**src/rtl/dct_pkg.sv**
```systemverilog
// Shared types and defaults for the IntDCT first butterfly stage.
package dct_pkg;

    localparam int DCT_IN_WIDTH = 16;
    localparam int DCT_DIM      = 8;

    typedef enum logic [1:0] {
        IDLE = 2'd0,
        FILL = 2'd1,
        CALC = 2'd2,
        OUT  = 2'd3
    } bfly_state_t;

    // Width of a row sample index; never narrower than one bit.
    function automatic int idx_width(input int dim);
        return (dim <= 2) ? 1 : $clog2(dim);
    endfunction

endpackage

```
**src/rtl/dct_bfly_seq_inputaddunit.sv**
```systemverilog
// Butterfly input add unit: pairs x[i] with its mirror x[DIM-1-i].
// Sums are sign-extended by one bit and exact; differences keep IN_WIDTH
// bits, so they wrap on overflow (the low bits match a widened subtract).
module inputaddunit #(
    parameter int IN_WIDTH = 16,
    parameter int DIM      = 8
) (
    input  logic [DIM-1:0][IN_WIDTH-1:0]   x_i,
    output logic [DIM/2-1:0][IN_WIDTH:0]   sum_o,
    output logic [DIM/2-1:0][IN_WIDTH-1:0] diff_o
);

    for (genvar i = 0; i < DIM / 2; i++) begin : g_lane
        logic [IN_WIDTH:0] a_ext;
        logic [IN_WIDTH:0] b_ext;

        assign a_ext     = {x_i[i][IN_WIDTH-1], x_i[i]};
        assign b_ext     = {x_i[DIM-1-i][IN_WIDTH-1], x_i[DIM-1-i]};
        assign sum_o[i]  = a_ext + b_ext;
        assign diff_o[i] = x_i[i] - x_i[DIM-1-i];
    end

endmodule

```
**src/rtl/dct_bfly_seq.sv**
```systemverilog
// Row collector and sequencer for the first IntDCT butterfly stage.
// Optional macro DCT_BFLY_PINGPONG_EN: two row buffers so the next row is
// collected while a result waits for the consumer.
//
// state | meaning
// IDLE  | no partial row, waiting for sample 0
// FILL  | collecting samples 1..DIM-1
// CALC  | one cycle, butterfly result captured at the end of it
// OUT   | result presented, waiting for out_ready
module dct_bfly_seq
    import dct_pkg::*;
#(
    parameter int IN_WIDTH = DCT_IN_WIDTH,
    parameter int DIM      = DCT_DIM
) (
    input  logic                            HCLK,
    input  logic                            HRESETn,
    input  logic [IN_WIDTH-1:0]             in_data,
    input  logic                            in_valid,
    input  logic                            in_first,
    output logic                            in_ready,
    output logic [DIM/2-1:0][IN_WIDTH:0]    out_sum,
    output logic [DIM/2-1:0][IN_WIDTH-1:0]  out_diff,
    output logic                            out_valid,
    input  logic                            out_ready,
    output logic                            sync_err,
    output logic                            busy
);

    localparam int               IDX_W    = idx_width(DIM);
    localparam logic [IDX_W-1:0] IDX_LAST = IDX_W'(DIM - 1);
    localparam logic [IDX_W-1:0] IDX_ONE  = IDX_W'(1);

    if (DIM < 2 || (DIM % 2) != 0) begin : g_dim_check
        $error("dct_bfly_seq: DIM must be even and at least 2");
    end

    logic [IDX_W-1:0]                idx_q, idx_d;
    logic [DIM/2-1:0][IN_WIDTH:0]    sum_q, sum_d;
    logic [DIM/2-1:0][IN_WIDTH-1:0]  diff_q, diff_d;
    logic                            out_valid_q, out_valid_d;
    logic                            sync_err_q, sync_err_d;
    logic                            in_ready_c;
    bfly_state_t                     state_c;

    logic [DIM-1:0][IN_WIDTH-1:0]    bfly_x;
    logic [DIM/2-1:0][IN_WIDTH:0]    bfly_sum;
    logic [DIM/2-1:0][IN_WIDTH-1:0]  bfly_diff;

    inputaddunit #(
        .IN_WIDTH (IN_WIDTH),
        .DIM      (DIM)
    ) u_bfly (
        .x_i    (bfly_x),
        .sum_o  (bfly_sum),
        .diff_o (bfly_diff)
    );

    // Registers shared by both buffer arrangements.
    always_ff @(posedge HCLK or negedge HRESETn) begin
        if (!HRESETn) begin
            idx_q       <= '0;
            sum_q       <= '0;
            diff_q      <= '0;
            out_valid_q <= 1'b0;
            sync_err_q  <= 1'b0;
        end else begin
            idx_q       <= idx_d;
            sum_q       <= sum_d;
            diff_q      <= diff_d;
            out_valid_q <= out_valid_d;
            sync_err_q  <= sync_err_d;
        end
    end

`ifdef DCT_BFLY_PINGPONG_EN
    logic [1:0][DIM-1:0][IN_WIDTH-1:0] bank_q, bank_d;
    logic [1:0]                        full_q, full_d;
    logic                              wr_sel_q, wr_sel_d;
    logic                              rd_sel_q, rd_sel_d;
    logic                              calc_c;

    // The oldest full bank is computed as soon as the output register is free.
    assign in_ready_c = !full_q[wr_sel_q];
    assign calc_c     = full_q[rd_sel_q] && !out_valid_q;
    assign bfly_x     = bank_q[rd_sel_q];

    // Bank storage and fill/read pointers.
    always_ff @(posedge HCLK or negedge HRESETn) begin
        if (!HRESETn) begin
            bank_q   <= '0;
            full_q   <= '0;
            wr_sel_q <= 1'b0;
            rd_sel_q <= 1'b0;
        end else begin
            bank_q   <= bank_d;
            full_q   <= full_d;
            wr_sel_q <= wr_sel_d;
            rd_sel_q <= rd_sel_d;
        end
    end

    // Fill side and output side run independently; they touch different banks.
    always_comb begin
        bank_d      = bank_q;
        full_d      = full_q;
        wr_sel_d    = wr_sel_q;
        rd_sel_d    = rd_sel_q;
        idx_d       = idx_q;
        sum_d       = sum_q;
        diff_d      = diff_q;
        out_valid_d = out_valid_q;
        sync_err_d  = 1'b0;
        if (in_valid && in_ready_c) begin
            if (in_first && idx_q != '0) begin
                bank_d[wr_sel_q][0] = in_data;
                idx_d               = IDX_ONE;
                sync_err_d          = 1'b1;
            end else begin
                bank_d[wr_sel_q][idx_q] = in_data;
                if (idx_q == IDX_LAST) begin
                    idx_d            = '0;
                    full_d[wr_sel_q] = 1'b1;
                    wr_sel_d         = !wr_sel_q;
                end else begin
                    idx_d = idx_q + IDX_ONE;
                end
            end
        end
        if (calc_c) begin
            sum_d       = bfly_sum;
            diff_d      = bfly_diff;
            out_valid_d = 1'b1;
        end else if (out_valid_q && out_ready) begin
            out_valid_d      = 1'b0;
            full_d[rd_sel_q] = 1'b0;
            rd_sel_d         = !rd_sel_q;
        end
    end

    // Reported state is derived: output side takes priority over fill side.
    always_comb begin
        state_c = IDLE;
        if (out_valid_q)                      state_c = OUT;
        else if (calc_c)                      state_c = CALC;
        else if (idx_q != '0 || full_q != '0) state_c = FILL;
    end
`else
    bfly_state_t                  state_q, state_d;
    logic [DIM-1:0][IN_WIDTH-1:0] buf_q, buf_d;

    assign bfly_x  = buf_q;
    assign state_c = state_q;

    // State register and row buffer.
    always_ff @(posedge HCLK or negedge HRESETn) begin
        if (!HRESETn) begin
            state_q <= IDLE;
            buf_q   <= '0;
        end else begin
            state_q <= state_d;
            buf_q   <= buf_d;
        end
    end

    // Next-state, buffer writes and result capture.
    always_comb begin
        state_d     = state_q;
        buf_d       = buf_q;
        idx_d       = idx_q;
        sum_d       = sum_q;
        diff_d      = diff_q;
        out_valid_d = out_valid_q;
        sync_err_d  = 1'b0;
        in_ready_c  = 1'b0;
        case (state_q)
            IDLE: begin
                in_ready_c = 1'b1;
                if (in_valid) begin
                    buf_d[0] = in_data;
                    idx_d    = IDX_ONE;
                    state_d  = FILL;
                end
            end
            FILL: begin
                in_ready_c = 1'b1;
                if (in_valid) begin
                    if (in_first && idx_q != '0) begin
                        buf_d[0]   = in_data;
                        idx_d      = IDX_ONE;
                        sync_err_d = 1'b1;
                    end else begin
                        buf_d[idx_q] = in_data;
                        if (idx_q == IDX_LAST) begin
                            idx_d   = '0;
                            state_d = CALC;
                        end else begin
                            idx_d = idx_q + IDX_ONE;
                        end
                    end
                end
            end
            CALC: begin
                sum_d       = bfly_sum;
                diff_d      = bfly_diff;
                out_valid_d = 1'b1;
                state_d     = OUT;
            end
            OUT: begin
                if (out_ready) begin
                    out_valid_d = 1'b0;
                    state_d     = IDLE;
                end
            end
            default: state_d = IDLE;
        endcase
    end
`endif

    assign in_ready  = in_ready_c;
    assign out_sum   = sum_q;
    assign out_diff  = diff_q;
    assign out_valid = out_valid_q;
    assign sync_err  = sync_err_q;
    assign busy      = (state_c != IDLE);

endmodule

```
**config.mk**
```make
export PLATFORM = sky130hd
export DESIGN_NAME = dct_bfly_seq
export DESIGN_NICKNAME = d
export VERILOG_FILES = /design/src/rtl/dct_pkg.sv /design/src/rtl/dct_bfly_seq_inputaddunit.sv /design/src/rtl/dct_bfly_seq.sv
export SDC_FILE = /design/constraint.sdc
export NUM_CORES = 1
export LEC_CHECK = 0
export BUFFER_PORTS_ARGS = -buffer_cell sky130_fd_sc_hd__buf_2
export CELL_PAD_IN_SITES_DETAIL_PLACEMENT = 1
export CELL_PAD_IN_SITES_GLOBAL_PLACEMENT = 1
export CORE_MARGIN = 5
export CORE_UTILIZATION = 48
export CTS_BUF_LIST = sky130_fd_sc_hd__clkbuf_4 sky130_fd_sc_hd__clkbuf_8
export CTS_CLUSTER_DIAMETER = 50
export CTS_CLUSTER_SIZE = 14
export DETAILED_ROUTE_END_ITERATION = 16
export GPL_ROUTABILITY_DRIVEN = 0
export PLACE_DENSITY = 0.82
export SLEW_MARGIN = 20
export SYNTH_ARGS = -nofsm -noshare
export SYNTH_HDL_FRONTEND = slang
export SYNTH_SLANG_ARGS = --single-unit
```
**constraint.sdc**
```tcl
create_clock -name HCLK -period 7.3 [get_ports HCLK]
set_input_delay 1.46 -clock HCLK [delete_from_list [all_inputs] [get_ports HCLK]]
set_output_delay 1.46 -clock HCLK [all_outputs]
set_load 0.02 [all_outputs]
```
==> run metrics <==
first-pass GRT wire length=74.77 mm; share of cells above drive strength 1=21.22%; FF-to-FF End=bfly_x[64]; fillers=3,836; TritonCTS buffer count=35; CP Cell Sequence=inv_1 -> ha_1 -> nor2_1 -> inv_1 -> buf_2; final hold violations=0; DRC Markers=0; Hold Path End=out_diff[4]; Worst Path Max Fanout=5; Top cell by count, worst path=inv_1; PwrDens=532.8 nW/um^2; CTS root buffer=clkbuf_8; largest net degree at the start of global routing=184; antenna-violating nets left=0; EDFF count, synth=0; CP peak stage delay=430 ps; clock slew at reported path FFs=80 ps; Buf+Inv Stages, Crit Path=3; CTS hold repair buffers=0; status=complete, no violations; final setup TNS=0 ps; Hold Path Cell Cnt=1; RSZ-0062 raised after global routing=false; Max Fclk=312.1 MHz; Reg2Reg Setup Slack=4380 ps; synth unique cells=83; antenna violations before repair=0; Max Cap Viol=0; Total Power=9.613 mW; CTS tree=done; P_leak=8.392 nW; CTS Buffer Depth=3; Synth Cell Area=16,170 um^2; fin. max-slew vios=0; Final Skew=23.06 ps; post_cts resized=0; IO buf count=156; Post-Route WL=46.10 mm; Req. time, crit path=5840 ps; peak supply drop=0.3276 mV; Total Die Area=37,460 um^2; vias in the first global route=13,800; row cnt=67; die width=193.6 um; Worst path slowest cell=dfrtp_1; I/O Pins=157; Core ar.=33,360 um^2; Final Net Count=1,948; clk sink count=263; n_diodes=0; wire length per cell=20.38 um; post-synthesis net count=1,834; post-synthesis sequential area ratio=40.70%; # setup viols final=0; Top Family by Delay on Critical Path=flip-flops; Yosys Warn Count=0; ys flop type=dfrtp_1; via count=13,050; synthesized flop and latch total=263; DR pass1 iterations=5; Worst Setup Start Kind=flip-flop; Total GRT Usage=23.90%; setup repair bufs after CTS=0; insertion delay to the later sink of the worst-skew pair=560 ps; fin crit share=43.89%; DR iter-0 viols=712; Rel. slew slack=22.00%; ys async rst share=100.0%; Synth-to-Final Area Change=11.56%; worst-case reg-to-reg path depth=7; Initial Util=48.47%; Hold Path Origin=out_diff[4]; arrival time worst endpoint=1740 ps; Overflow after GRT=0; post-synthesis instance total=1,674; Avg Vias per Cell=5.771; Slew @ Worst Pin=1170 ps; crit path launch=state_c[1]; post-DP HPWL=33.39 mm; H-tree depth=2; Hold Path Class=reg2reg; kind of critical path=reg2out; Avg Cell Area, Syn=9.661 um^2; min Tclk post-route=3204 ps; FF-to-FF Start=idx_q[1]; die height=193.6 um; crit end category=primary output
-- cells in the mapped netlist, types with 5 or more instances --
cell type / instances / area [um^2]
a211oi_1: 15 / 112.6
a21o_1: 15 / 112.6
a21oi_1: 129 / 645.6
a221oi_1: 7 / 61.31
a31oi_1: 20 / 125.1
buf_1: 9 / 33.78
buf_2: 22 / 110.1
buf_4: 7 / 52.55
clkbuf_1: 44 / 165.2
dfrtp_1: 263 / 6581
fa_1: 8 / 160.2
ha_1: 131 / 1639
inv_1: 124 / 465.5
mux2_2: 122 / 1374
mux2_4: 10 / 150.1
nand2_1: 103 / 386.6
nand2b_1: 24 / 150.1
nand3_1: 29 / 145.1
nand4_1: 9 / 56.30
nor2_1: 147 / 551.8
nor2b_1: 32 / 200.2
nor3_1: 35 / 175.2
nor4_1: 16 / 100.1
o211ai_1: 18 / 135.1
o21a_1: 12 / 90.09
o21ai_0: 106 / 530.5
o22ai_1: 6 / 37.54
o31ai_1: 14 / 105.1
or2_2: 5 / 31.28
or3_1: 12 / 75.07
xnor2_1: 73 / 639.4
xor2_1: 10 / 87.58
-- report_power, final --
group          leakage, nW  total (mW)  internal, mW  switching, mW
Clock                0.405        1.30         0.629          0.668
Combinational         4.84        5.74          2.22           3.52
Sequential            3.14        2.58          2.10          0.479
-- state kept, by name (all words and copies together), names as in the netlist --
signal     cells
bfly_x       128
idx_q          3
out_diff      61
out_sum       67
out_valid      1
state_c        2
sync_err       1
-- through the flow --
step                      cell area [um^2]  hold WS (ps)  std cells  worst slack (ps)  util (%)
after floorplan                      16170         484.8       1674              4430         -
after global placement               17200         469.1       2198              3843     51.54
after detailed placement             17200         469.0       2198              3689     51.56
after CTS                            18020         489.9       2261              4062     54.02
after global routing                 18040         513.5       2262              3983     54.07
final                                18040         484.4       2262              4096     54.07
-- layer usage --
layer	global-route usage, %	vias to the layer above	wire length (um)
met5	0	-	0
met4	5.376	0	895
met3	3.148	74	1994
met2	41.21	295	22550
met1	32.33	6618	20660
li1	-	6067	-
-- cell usage in the layout, fill, tap and decap left out, types with 15 or more instances in the layout --
cell type,instances
dfrtp_1,263
buf_2,155
nor2_1,147
ha_1,130
a21oi_1,129
inv_1,123
mux2_2,122
o21ai_0,106
nand2_1,103
xnor2_1,73
clkbuf_8,41
nor3_1,34
nor2b_1,32
nand3_1,29
nand2b_1,24
a31oi_1,20
o211ai_1,18
nor4_1,16
a21o_1,15
a211oi_1,15
-- how the worst max path moves through the flow --
stage | endpoint | cells past startpoint | slack (ps)
after detailed placement | bfly_x[63] | 6 | 3690
final | in_ready | 5 | 4100
after global routing | in_ready | 5 | 3980
after floorplan | bfly_x[21] | 7 | 4430
after CTS | in_ready | 5 | 4060
after global placement | bfly_x[50] | 6 | 3840
-- layout make-up --
| cell class | count | area [um^2] | share of cell area [%] |
|---|---|---|---|
| clock inverter | 22 | 255.2 | 1.415 |
| tap | 448 | 560.5 | 3.107 |
| multi-input combinational | 1200 | 8755 | 48.53 |
| sequential | 263 | 6581 | 36.48 |
| inverter | 126 | 473.0 | 2.622 |
| clock buffer | 41 | 564.3 | 3.128 |
| timing repair buffer | 162 | 852.1 | 4.723 |
-- worst reg2reg max path: cells and delay by family, from the launching register on --
family          cells  cell delay, ps
compound gates      1             220
simple gates        2            1120
buf+inv             2             320
flops               1             500
mux                 1             440
fa+ha+maj           1             220
-- cells by family (layout without fill, tap and decap cells) --
kind of cell,count (synthesis),after routing,synth area share [%]
buffers and inverters,211,351,5.369
AND/OR/NAND/NOR,440,440,13.11
flip-flops,263,263,40.70
AO/OA/AOI/OAI,402,402,15.53
XOR/XNOR,83,83,4.495
adder cells (fa/ha/maj),139,139,11.13
multiplexers,136,136,9.671
Power figures use the tool's default switching activity.
